File: src/rtl/status_cond_unit.sv
// Architectural {z,c,n,v} status register, ARM condition evaluation for ID,
// and in-flight flag-writer tracking that stalls ID until its flags are final.
module status_cond_unit #(
  parameter bit BYPASS   = 1'b1,
  parameter int MAX_PEND = 3,
  parameter int PEND_W   = 3
) (
  input  logic              clk_i,
  input  logic              rst_ni,
  input  logic [3:0]        sr_in_i,
  input  logic              sr_we_i,
  input  logic              issue_s_i,
  input  logic              flush_i,
  input  logic              cond_req_i,
  input  logic [3:0]        cond_i,
  output logic              cond_ok_o,
  output logic              stall_o,
  output logic [3:0]        sr_o,
  output logic [PEND_W-1:0] pend_cnt_o,
  output logic              err_o
);

  localparam logic [PEND_W-1:0] MAX_P = PEND_W'(MAX_PEND);
  localparam logic [PEND_W-1:0] ONE   = PEND_W'(1);
  localparam logic [3:0]        COND_AL = 4'b1110;

  logic [3:0]        sr_q, sr_d;
  logic [PEND_W-1:0] pend_q, pend_d;
  logic              err_q, err_d;

  logic       bypass_hit;
  logic [3:0] flags;
  logic       fz, fc, fn, fv;
  logic       cond_pass;
  logic       dep_stall, full_stall, stall;
  logic       inc;

  // Last pending writer committing this cycle can feed its flags straight through.
  assign bypass_hit = BYPASS && sr_we_i && (pend_q == ONE);
  assign flags      = bypass_hit ? sr_in_i : sr_q;
  assign {fz, fc, fn, fv} = flags;

  assign dep_stall  = cond_req_i && (cond_i != COND_AL) &&
                      ((pend_q > ONE) || ((pend_q == ONE) && !bypass_hit));
  assign full_stall = issue_s_i && (pend_q == MAX_P) && !sr_we_i;
  assign stall      = dep_stall || full_stall;
  assign inc        = issue_s_i && !stall;

  always_comb begin
    cond_pass = 1'b0;
    case (cond_i)
      4'b0000: cond_pass = fz;
      4'b0001: cond_pass = !fz;
      4'b0010: cond_pass = fc;
      4'b0011: cond_pass = !fc;
      4'b0100: cond_pass = fn;
      4'b0101: cond_pass = !fn;
      4'b0110: cond_pass = fv;
      4'b0111: cond_pass = !fv;
      4'b1000: cond_pass = fc && !fz;
      4'b1001: cond_pass = !fc || fz;
      4'b1010: cond_pass = (fn == fv);
      4'b1011: cond_pass = (fn != fv);
      4'b1100: cond_pass = !fz && (fn == fv);
      4'b1101: cond_pass = fz || (fn != fv);
      4'b1110: cond_pass = 1'b1;
      default: cond_pass = 1'b0;
    endcase
  end

  always_comb begin
    sr_d   = sr_we_i ? sr_in_i : sr_q;
    pend_d = pend_q;
    err_d  = err_q;
    if (flush_i) begin
      pend_d = '0;
    end else if (inc && !sr_we_i) begin
      pend_d = pend_q + ONE;
    end else if (!inc && sr_we_i && (pend_q != '0)) begin
      pend_d = pend_q - ONE;
    end
    // A commit with nothing in flight means the pipeline lost track of a writer.
    if (sr_we_i && (pend_q == '0) && !flush_i) begin
      err_d = 1'b1;
    end
  end

  always_ff @(posedge clk_i or negedge rst_ni) begin
    if (!rst_ni) begin
      sr_q   <= 4'b0000;
      pend_q <= '0;
      err_q  <= 1'b0;
    end else begin
      sr_q   <= sr_d;
      pend_q <= pend_d;
      err_q  <= err_d;
    end
  end

  assign cond_ok_o  = cond_req_i && !stall && cond_pass;
  assign stall_o    = stall;
  assign sr_o       = sr_q;
  assign pend_cnt_o = pend_q;
  assign err_o      = err_q;

endmodule

File: config.mk
export PLATFORM = sky130hd
export DESIGN_NAME = status_cond_unit
export DESIGN_NICKNAME = d
export VERILOG_FILES = /design/src/rtl/status_cond_unit.sv
export SDC_FILE = /design/constraint.sdc
export NUM_CORES = 1
export LEC_CHECK = 0
export ABC_CLOCK_PERIOD_IN_PS = 2600
export BUFFER_PORTS_ARGS = -buffer_cell sky130_fd_sc_hd__buf_2
export CORE_MARGIN = 5
export CORE_UTILIZATION = 52
export CTS_CLUSTER_SIZE = 28
export DETAILED_ROUTE_END_ITERATION = 16
export GPL_ROUTABILITY_DRIVEN = 0
export PLACE_DENSITY = 0.91
export SYNTH_ARGS = -nofsm -noshare
export SYNTH_HDL_FRONTEND = slang
export SYNTH_SLANG_ARGS = --single-unit
File: constraint.sdc
create_clock -name clk_i -period 2.6 [get_ports clk_i]
set_clock_uncertainty 0.15 [all_clocks]
set_input_delay 0.26 -clock clk_i [delete_from_list [all_inputs] [get_ports clk_i]]
set_output_delay 0.26 -clock clk_i [all_outputs]
set_load 0.01 [all_outputs]
==> results by group, run 1 <==
Timing
  – PnR worst setup slack: -0.0002882 ns
  – TNS Setup: -0.0002882 ns
  – Fmax: approximately 380 MHz
  – RSZ-0062 raised after global routing: true
  – Fin crit share: 100.0%
  – Post-layout min period: around 2.6 ns
  – Final Setup Violations: 1
  – Slew headroom: roughly three quarters
  – Count of pins over their slew limit: 0
  – Final count of hold timing violations: 0
  – Pin slew with the least headroom to its limit: 0.3699 ns

Floorplan
  – Die area: around 2700 sq um
  – Initial Util: between 50 and 60%
  – DIE WIDTH: ~52 um
  – FP Rows: 15
  – Core area: 1689 sq um
  – Die height: 51.86 um
  – I/O pin total: 24

GRT
  – Largest net degree at the start of global routing: 16
  – Vias in the first global route: around 900
  – Total GRT Usage: roughly 17%
  – First-pass GRT wire length: between 3000 and 4000 um
  – Initial antenna violation count: 0
  – GRT Residual Overflow: 0

Worst setup path
  – Largest stage delay, worst path: around 0.42 ns
  – Crit Path Class: flop to output port
  – Arr. time, crit path: around 2.2 ns
  – CP Max Fanout: 5
  – CP cell instances: inv_2, ha_4, nand3b_1, buf_6, mux2i_4, and3_1, o311ai_2, o211ai_1, buf_2
  – Critical Path RT: 2.19 ns
  – Crit. End Element: output port
  – Critical path's slowest cell: dfrtp_1
  – CP startpoint kind: flop

Logic synthesis
  – Top-area cell type share of the netlist area: a little over a fifth
  – Post-synth EDFFs: 0
  – Synth Net Count: about 120
  – Yosys warnings: 0
  – Avg Inst Size Synth: approximately 8.9 sq um
  – Seq/Total Area, Yosys: 21.98%
  – Async SR Flop Fraction: 100.0%
  – Yosys cell types: between 40 and 50
  – Synthesized flop and latch total: 8
  – Leading area contributor after synthesis: dfrtp_1
  – Most used flip-flop cell after synthesis: dfrtp_1
  – Largest cells by area after synthesis: dfrtp_1 (22%), mux2i_1 (7.7%), ha_1 (6.9%), mux2_2 (4.9%), inv_1 (2.9%)
  – Post-Syn Area: just over 900 sq um
  – Cells after synthesis: between 100 and 150

Placed design
  – Post-DP Area: roughly 1000 sq um
  – I/O Buffers: 23
  – DP Worst Slack: 0.1436 ns
  – Hpwl dp: about 1800 um
  – # placed instances: 139

Finish
  – Ant diodes: 0
  – Post-layout nets: ~150
  – Fin cells: roughly 150
  – Fill cells: ~110
  – Fraction of layout cells with a size suffix above 1: 41.54%
  – Multi-input gate area: between 700 and 800 sq um
  – Layout area overhead: 28.57%
  – Post-Layout Inst Area: roughly 1200 sq um
  – Area occupied by registers: roughly 200 sq um

Detailed routing
  – Post-DRT Antenna Nets: 0
  – Drt drc: 0
  – Drt first pass iters: 4
  – DRT iter0 DRCs: 20
  – Routed WL: about 2500 um
  – Avg WL per Cell: 16.74 um
  – Via Count: ~900
  – Vias/cell: approximately 6

Clocking
  – Root Driver: clkbuf_4
  – CTS tree: yes
  – Clock sinks: 8
  – Clock latency on the worst-skew pair: 0.25 ns
  – Clk slew on worst S/H paths: roughly 0.050 ns
  – Total CTS buffers: 3
  – H-tree Lvls: 1
  – Clock buffer depth: 2

Power and ir drop
  – Pwr per Cell Area: about 640 nW/um^2
  – Leakage power: around 0.54 nW
  – Max IR drop VDD: about 0.00037 V

Status
  – Outcome: finished with violations
  – Violations in the final reports: setup timing

Hold path
  – Worst min-delay path category: primary input to flop

Job
  – Max-cap viol count: 0
## per-stage QoR
stage / power [mW] / hold slack (ns) / utilization, %
finish: 0.7526 / 0.06526 / 69.33
global route: 0.8104 / 0.05814 / 69.33
CTS: 0.6910 / 0.04755 / 63.63
detailed placement: 0.5886 / -0.04469 / 61.11
global placement: 0.5744 / -0.04906 / 61.11
floorplan: 0.4846 / -0.1856 / -
## sequential cells by signal, summed over array words and instances, names as in the netlist
register and flops:
pend_cnt_o 3, sr_o 4, err_o 1
## cell usage after synthesis (2+ instances only)
library cell  number
a21oi_1            2
nand3b_1           3
inv_1              7
mux2_2             4
nand4_1            2
nor2b_1            2
dfrtp_1            8
mux2i_1            7
clkbuf_1           3
nand2b_1           2
nand3_1            2
o21ai_0            3
nand2_1            4
o211ai_1           2
and4b_1            2
ha_1               5
and3_1             3
a211oi_1           3
nor2_1             7
xnor2_1            2
a21o_1             2
## report_power, final
| part | internal, mW | switching (mW) |
|---|---|---|
| clock | 0.0524 | 0.0354 |
| sequential | 0.148 | 0.0415 |
| combinational | 0.229 | 0.246 |
| total | 0.429 | 0.323 |
## cells in the final DEF (no fill, tap or decap), types with 3 or more instances in the layout
cell type,netlist,routed
buf_2,0,23
nor2_1,7,7
dfrtp_1,8,7
inv_1,7,6
mux2i_1,7,5
nand2_1,4,4
mux2_2,4,4
ha_1,5,4
nand3b_1,3,3
o21ai_0,3,3
and3_1,3,3
a211oi_2,0,3
clkbuf_4,0,3
buf_4,0,3
## routing by layer
layer	GRT usage, %	part of all wire (%)	wire length [um]
met5	0	0	0
met2	32.22	55	1364
met4	10.04	0.49	12
met3	1.433	3.5	87
met1	18.57	41	997
## what timing repair did
item,CTS,global route
endpoints found under the setup margin,1,1
pin swaps,0,5
setup buffers,1,4
endpoints found under the hold margin,8,0
resized for setup,2,13
hold buffers,1,0
## final cells by class
type	instances	share of cell area, %
Clock buffer	3	1.923
Inverter	8	2.564
Multi-Input combinational cell	82	61.97
Sequential cell	8	17.20
Tap cell	17	1.816
Timing Repair Buffer	29	14.53
## cell families after synthesis
family / synth area share (%)
compound gates: 26.65
flops: 21.98
simple gates: 22.53
buf+inv: 5.769
fa+ha+maj: 6.868
xor+xnor: 1.923
mux: 14.29
## worst max-delay path, delay by kind of cell (launching register included)
family / cells / cell delay, ns
AO/OA/AOI/OAI: 2 / 0.34
adder cells (fa/ha/maj): 1 / 0.16
buffers and inverters: 3 / 0.45
flip-flops: 1 / 0.42
multiplexers: 1 / 0.19
AND/OR/NAND/NOR: 2 / 0.38
## path summary, 6_finish.rpt
path | slack [ns] | cells after the start | end | start
max | -0.0003 | 9 | cond_ok_o | pend_cnt_o[1]
min | 0.07 | 2 | pend_cnt_o[1] | flush_i
max reg2reg | 0.43 | 7 | pend_cnt_o[0] | pend_cnt_o[1]
min reg2reg | 0.32 | 1 | err_o | err_o
max in group asynchronous | 1.90 | 2 | pend_cnt_o[0] | rst_ni
min in group asynchronous | 0.22 | 2 | pend_cnt_o[2] | rst_ni
Power figures use the tool's default switching activity.
==> run 2: changes to the inputs <==
CTS_BUF_LIST = sky130_fd_sc_hd__clkbuf_8 sky130_fd_sc_hd__clkbuf_16   (was not set)
==> results by group, run 2 (same netlist as run 1, synthesis figures left out) <==
Power and ir drop
  – Reg power frac: 24.0% (-1.1 points)
  – Gate power share: 58.5% (-4.7 points)
  – Clock Power Share: 17.6% (+5.9 points)
  – Leakage power: 0.5398 nW (-0.41%)
  – Cell-internal power: 0.4665 mW (+8.6%)
  – Pwr per Cell Area: 680.4 nW/um^2 (+5.9%)
  – Pwr Total: 0.7815 mW (+3.8%)
  – Switch Pwr: 0.3150 mW (-2.6%)
  – Max IR drop VDD: 0.0004859 V (+30%)
  – Sw Share: 40.30% (-2.6 points)

Timing
  – Final Setup Violations: 0 (-1)
  – Fmax: 387.1 MHz (+0.66%)
  – Slew headroom: 77.32% (+2.2 points)
  – Post-layout min period: 2.583 ns (-0.01715 ns)
  – Count of pins over their slew limit: 0 (unchanged)
  – Pin slew with the least headroom to its limit: 0.3359 ns (-0.03407 ns)
  – Final count of hold timing violations: 0 (unchanged)
  – Fin crit share: 99.35% (-0.66 points)
  – Hold_ws: 0.09459 ns (+0.02933 ns)

Worst setup path
  – Crit path depth: 9 (unchanged)
  – Top delay family on crit path: buffers and inverters
  – Worst path bufs/invs: 3 (unchanged)
  – Largest stage delay, worst path: 0.41 ns (about the same)
  – CP startpoint kind: flop
  – Crit Path Class: flop to output port
  – Arr. time, crit path: 2.17 ns (-0.02 ns)
  – CP cell instances: inv_2, ha_4, nand3b_1, buf_4, mux2i_2, mux2i_1, o32ai_1, o211ai_1, buf_2
  – CP Max Fanout: 5 (unchanged)
  – Crit. End Element: output port
  – Critical Path RT: 2.19 ns (about the same)
  – R2r worst-path depth: 7 (unchanged)
  – Critical path's slowest cell: dfrtp_1

Detailed routing
  – Avg WL per Cell: 16.27 um (-2.8%)
  – Routed WL: 2391 um (-2.8%)
  – Vias/cell: 6.286 (+1.8%)
  – DRT iter0 DRCs: 20 (unchanged)
  – Drt drc: 0 (unchanged)
  – Drt first pass iters: 5 (+1)
  – Via Count: 924 (+1.8%)
  – Post-DRT Antenna Nets: 0 (unchanged)

Finish
  – Ant diodes: 0 (unchanged)
  – Fraction of layout cells with a size suffix above 1: 39.23% (-2.3 points)
  – Commonest non-fill, non-tap cells in the layout: buf_2 (23), nor2_1 (7), dfrtp_1 (7)
  – Post-Layout Inst Area: 1149 sq um (-1.9%)
  – Commonest non-fill, non-tap cell in the layout: buf_2
  – Post-layout nets: 151 (unchanged)
  – Max FFs per register: 4 (unchanged)
  – Layout area overhead: 26.10%

Floorplan
  – Die area: 2689 sq um (unchanged)
  – Die height: 51.86 um (unchanged)
  – Core area: 1689 sq um (unchanged)
  – FP Rows: 15 (unchanged)
  – DIE WIDTH: 51.86 um (unchanged)
  – I/O pin total: 24 (unchanged)
  – Initial Util: 53.93% (unchanged)

Clocking
  – H-tree Lvls: 1 (unchanged)
  – Clock buffer depth: 2 (unchanged)
  – Root Driver: clkbuf_8
  – Clk slew on worst S/H paths: 0.04 ns (about the same)
  – Total CTS buffers: 3 (unchanged)
  – Clock latency on the worst-skew pair: 0.22 ns (-0.03 ns)
  – Clock sinks: 8 (unchanged)
  – CTS tree: yes

Placed design
  – Post-DP Area: 1032 sq um (unchanged)
  – I/O Buffers: 23 (unchanged)
  – Hpwl dp: 1758 um (unchanged)

Status
  – Outcome: completed

GRT
  – First-pass GRT wire length: 3629 um (+0.19%)
  – Vias in the first global route: 905 (+0.78%)
  – Largest net degree at the start of global routing: 16 (unchanged)
  – Initial antenna violation count: 0 (unchanged)
  – Total GRT Usage: 17.25% (unchanged)
  – GRT Residual Overflow: 0 (unchanged)

Job
  – Max-cap viol count: 0 (unchanged)

Hold path
  – Hold Crit Depth: 2 (unchanged)
  – Worst min-delay path category: primary input to flop
==> run 2: cell counts in the layout (fill, tap and decap cells not counted) <==
No cell type changed its count.
==> run 2: metrics by stage <==
step	setup TNS [ns]	std cells	util [%]	worst slack, ns
after detailed placement	0	139	61.11	0.1436
after global routing	-0.1368	147	68.00	-0.1368
after CTS	0	144	64.74	0.01645
final	0	147	68.00	0.01686
after floorplan	0	102	-	0.4097
after global placement	0	139	61.11	0.2552
==> run 2: path summary, 6_finish.rpt <==
check / startpoint / endpoint / slack, ns
min reg2reg: err_o / err_o / 0.31
min: flush_i / pend_cnt_o[1] / 0.09
max in group asynchronous: rst_ni / pend_cnt_o[0] / 1.87
min in group asynchronous: rst_ni / pend_cnt_o[2] / 0.25
max: pend_cnt_o[1] / cond_ok_o / 0.02
max reg2reg: pend_cnt_o[1] / pend_cnt_o[0] / 0.45
==> run 2: final cells by class <==
class / count / area, sq um
inverters: 8 / 30.03
multi-input cells: 82 / 688.2
flip-flops and latches: 8 / 201.4
clock buffers: 3 / 41.29
well taps: 17 / 21.27
fillers: 118 / 540.5
repair buffers: 29 / 166.4
==> run 2: power groups by stage <==
| stage | registers [mW] | logic [mW] | clock network [mW] |
|---|---|---|---|
| global route | 0.192 | 0.498 | 0.152 |
| finish | 0.187 | 0.457 | 0.137 |
| floorplan | 0.188 | 0.297 | 0 |
| global placement | 0.180 | 0.394 | 0 |
| detailed placement | 0.182 | 0.407 | 0 |
| CTS | 0.181 | 0.415 | 0.144 |
==> run 2: repair_timing <==
| action | 4_1_cts | 5_1_grt |
|---|---|---|
| hold buffers | 1 | 0 |
| endpoints found under the hold margin | 8 | 0 |
| pin swaps | 0 | 1 |
| gates cloned | 0 | 0 |
| setup endpoints to repair | 1 | 1 |
| setup buffers | 1 | 3 |
| gates resized for setup | 1 | 8 |
==> run 2: layer usage <==
layer	vias up	track usage [%]	share of wire (%)
met1	431	18.39	39
met2	38	32.43	54
met5	-	0	0
met4	0	10.04	2.6
li1	446	-	-
met3	9	1.433	4.5
==> run 3: changes to the inputs <==
CORE_UTILIZATION = 50   (was 52)
HOLD_SLACK_MARGIN = 0.03   (was not set)
PLACE_DENSITY = 0.88   (was 0.91)
==> results by group, run 3 (same netlist as run 1, synthesis figures left out) <==
Power and ir drop
  – Pwr per Cell Area: 679.3 nW/um^2 (-0.16%)
  – Max IR drop VDD: 0.0005118 V (+5.3%)
  – Leakage power: 0.5923 nW (+9.7%)

Finish
  – Ant diodes: 0 (unchanged)
  – Fraction of layout cells with a size suffix above 1: 41.04% (+1.8 points)
  – Post-layout nets: 155 (+2.6%)
  – Commonest non-fill, non-tap cell in the layout: buf_2
  – Commonest non-fill, non-tap cells in the layout: buf_2 (23), buf_4 (8), nor2_1 (7), dfrtp_1 (7)
  – Max FFs per register: 4 (unchanged)
  – Layout area overhead: 32.69%
  – Post-Layout Inst Area: 1209 sq um (+5.2%)
  – Fill cells: 135 (+14%)

Worst setup path
  – CP Max Fanout: 5 (unchanged)
  – CP startpoint kind: flop
  – Crit Path Class: flop to output port
  – Crit. End Element: output port
  – Arr. time, crit path: 2.17 ns (about the same)
  – Critical Path RT: 2.19 ns (about the same)
  – R2r worst-path depth: 6 (-1)

Detailed routing
  – Vias/cell: 5.717 (-9.0%)
  – DRT iter0 DRCs: 34 (+70%)
  – Post-DRT Antenna Nets: 0 (unchanged)
  – Drt first pass iters: 4 (-1)
  – Avg WL per Cell: 14.96 um (-8.0%)
  – Routed WL: 2378 um (-0.54%)
  – Via Count: 909 (-1.6%)
  – Drt drc: 0 (unchanged)

Timing
  – Final Setup Violations: 0 (unchanged)
  – Slew headroom: 79.42% (+2.1 points)
  – PnR worst setup slack: 0.02097 ns (+0.004113 ns)
  – RSZ-0062 raised after global routing: true
  – Final count of hold timing violations: 0 (unchanged)
  – Pin slew with the least headroom to its limit: 0.3064 ns (-0.02944 ns)
  – Fmax: 387.7 MHz (+0.16%)
  – Post-layout min period: 2.579 ns (-0.004113 ns)
  – Count of pins over their slew limit: 0 (unchanged)
  – Fin crit share: 99.19% (-0.16 points)

Clocking
  – Total CTS buffers: 3 (unchanged)
  – Clock latency on the worst-skew pair: 0.23 ns (about the same)
  – Root Driver: clkbuf_8
  – CTS tree: yes
  – Clk slew on worst S/H paths: 0.04 ns (about the same)
  – H-tree Lvls: 1 (unchanged)
  – Clock sinks: 8 (unchanged)
  – Clock buffer depth: 2 (unchanged)

Job
  – Max-cap viol count: 0 (unchanged)

GRT
  – Top Usage Layer GRT: met2
  – Vias in the first global route: 845 (-6.6%)
  – GRT Residual Overflow: 0 (unchanged)
  – Largest net degree at the start of global routing: 16 (unchanged)
  – Met2 usage: 31.20% (-1.2 points)
  – Total GRT Usage: 17.50% (+0.25 points)
  – Initial antenna violation count: 0 (unchanged)
  – First-pass GRT wire length: 3657 um (+0.77%)
  – Grt met1 use: 21.07% (+2.7 points)
  – GR Layer Usage met3: 2.279% (+0.85 points)

Floorplan
  – Die area: 2775 sq um (+3.2%)
  – Core area: 1727 sq um (+2.2%)
  – DIE WIDTH: 52.68 um (+1.6%)
  – I/O pin total: 24 (unchanged)
  – FP Rows: 15 (unchanged)
  – Die height: 52.68 um (+1.6%)
  – Initial Util: 52.75% (-1.2 points)

Hold path
  – Hold Crit Depth: 2 (unchanged)
  – Worst min-delay path category: primary input to flop

Placed design
  – Post-DP Area: 1050 sq um (+1.7%)
  – DP Worst Slack: 0.1202 ns (-0.02335 ns)
  – I/O Buffers: 23 (unchanged)
  – Hpwl dp: 1675 um (-4.7%)

Status
  – Outcome: completed
run 3: cell type report:
class / count / area [sq um] / area share, %
flip-flops and latches: 8 / 201.4 / 16.67
inverters: 8 / 30.03 / 2.484
clock buffers: 3 / 41.29 / 3.416
well taps: 25 / 31.28 / 2.588
multi-input cells: 82 / 708.2 / 58.59
repair buffers: 33 / 196.4 / 16.25
run 3: metal layers:
metal / vias to the layer above / wire length, um
li1: 449 / -
met1: 440 / 1021
met2: 17 / 1243
met3: 3 / 84
met4: 0 / 29
met5: - / 0
run 3: through the flow:
stage	cells	setup TNS, ns	utilization [%]	power (mW)	hold WS [ns]
finish	159	0	70.00	0.8210	0.09175
global route	159	-0.07348	70.00	0.8866	0.09201
CTS	154	0	65.00	0.7578	0.08001
detailed placement	148	0	60.80	0.5887	-0.04354
global placement	148	0	60.80	0.5769	-0.04836
floorplan	102	0	-	0.4846	-0.1856
run 3: power breakdown:
part / internal (mW) / switching, mW
Sequential: 0.148 / 0.0296
Combinational: 0.241 / 0.258
Clock: 0.0999 / 0.0450
run 3: worst paths after layout:
kind,startpoint,endpoint,slack [ns]
worst min-delay path,flush_i,pend_cnt_o[1],0.09
worst max register to register,pend_cnt_o[0],pend_cnt_o[0],0.50
worst max-delay path,pend_cnt_o[1],cond_ok_o,0.02
worst min register to register,err_o,err_o,0.32
min in group asynchronous,rst_ni,pend_cnt_o[1],0.25
max in group asynchronous,rst_ni,pend_cnt_o[0],1.88
run 3: critical path, cell delays in order, from the launching register on:
cell and delay, ns:
dfrtp_1 0.38, inv_2 0.09, ha_4 0.15, nand3b_1 0.20, buf_6 0.19, buf_4 0.13, mux2i_1 0.13, nor4_1 0.24
o32ai_1 0.13, o211ai_1 0.15, buf_2 0.15
run 3: repair_timing:
action,CTS,global route
resized for setup,3,7
pin swaps,1,5
buffers inserted,2,6
hold buffers,1,0
endpoints found under the hold margin,8,0
endpoints found under the setup margin,1,1
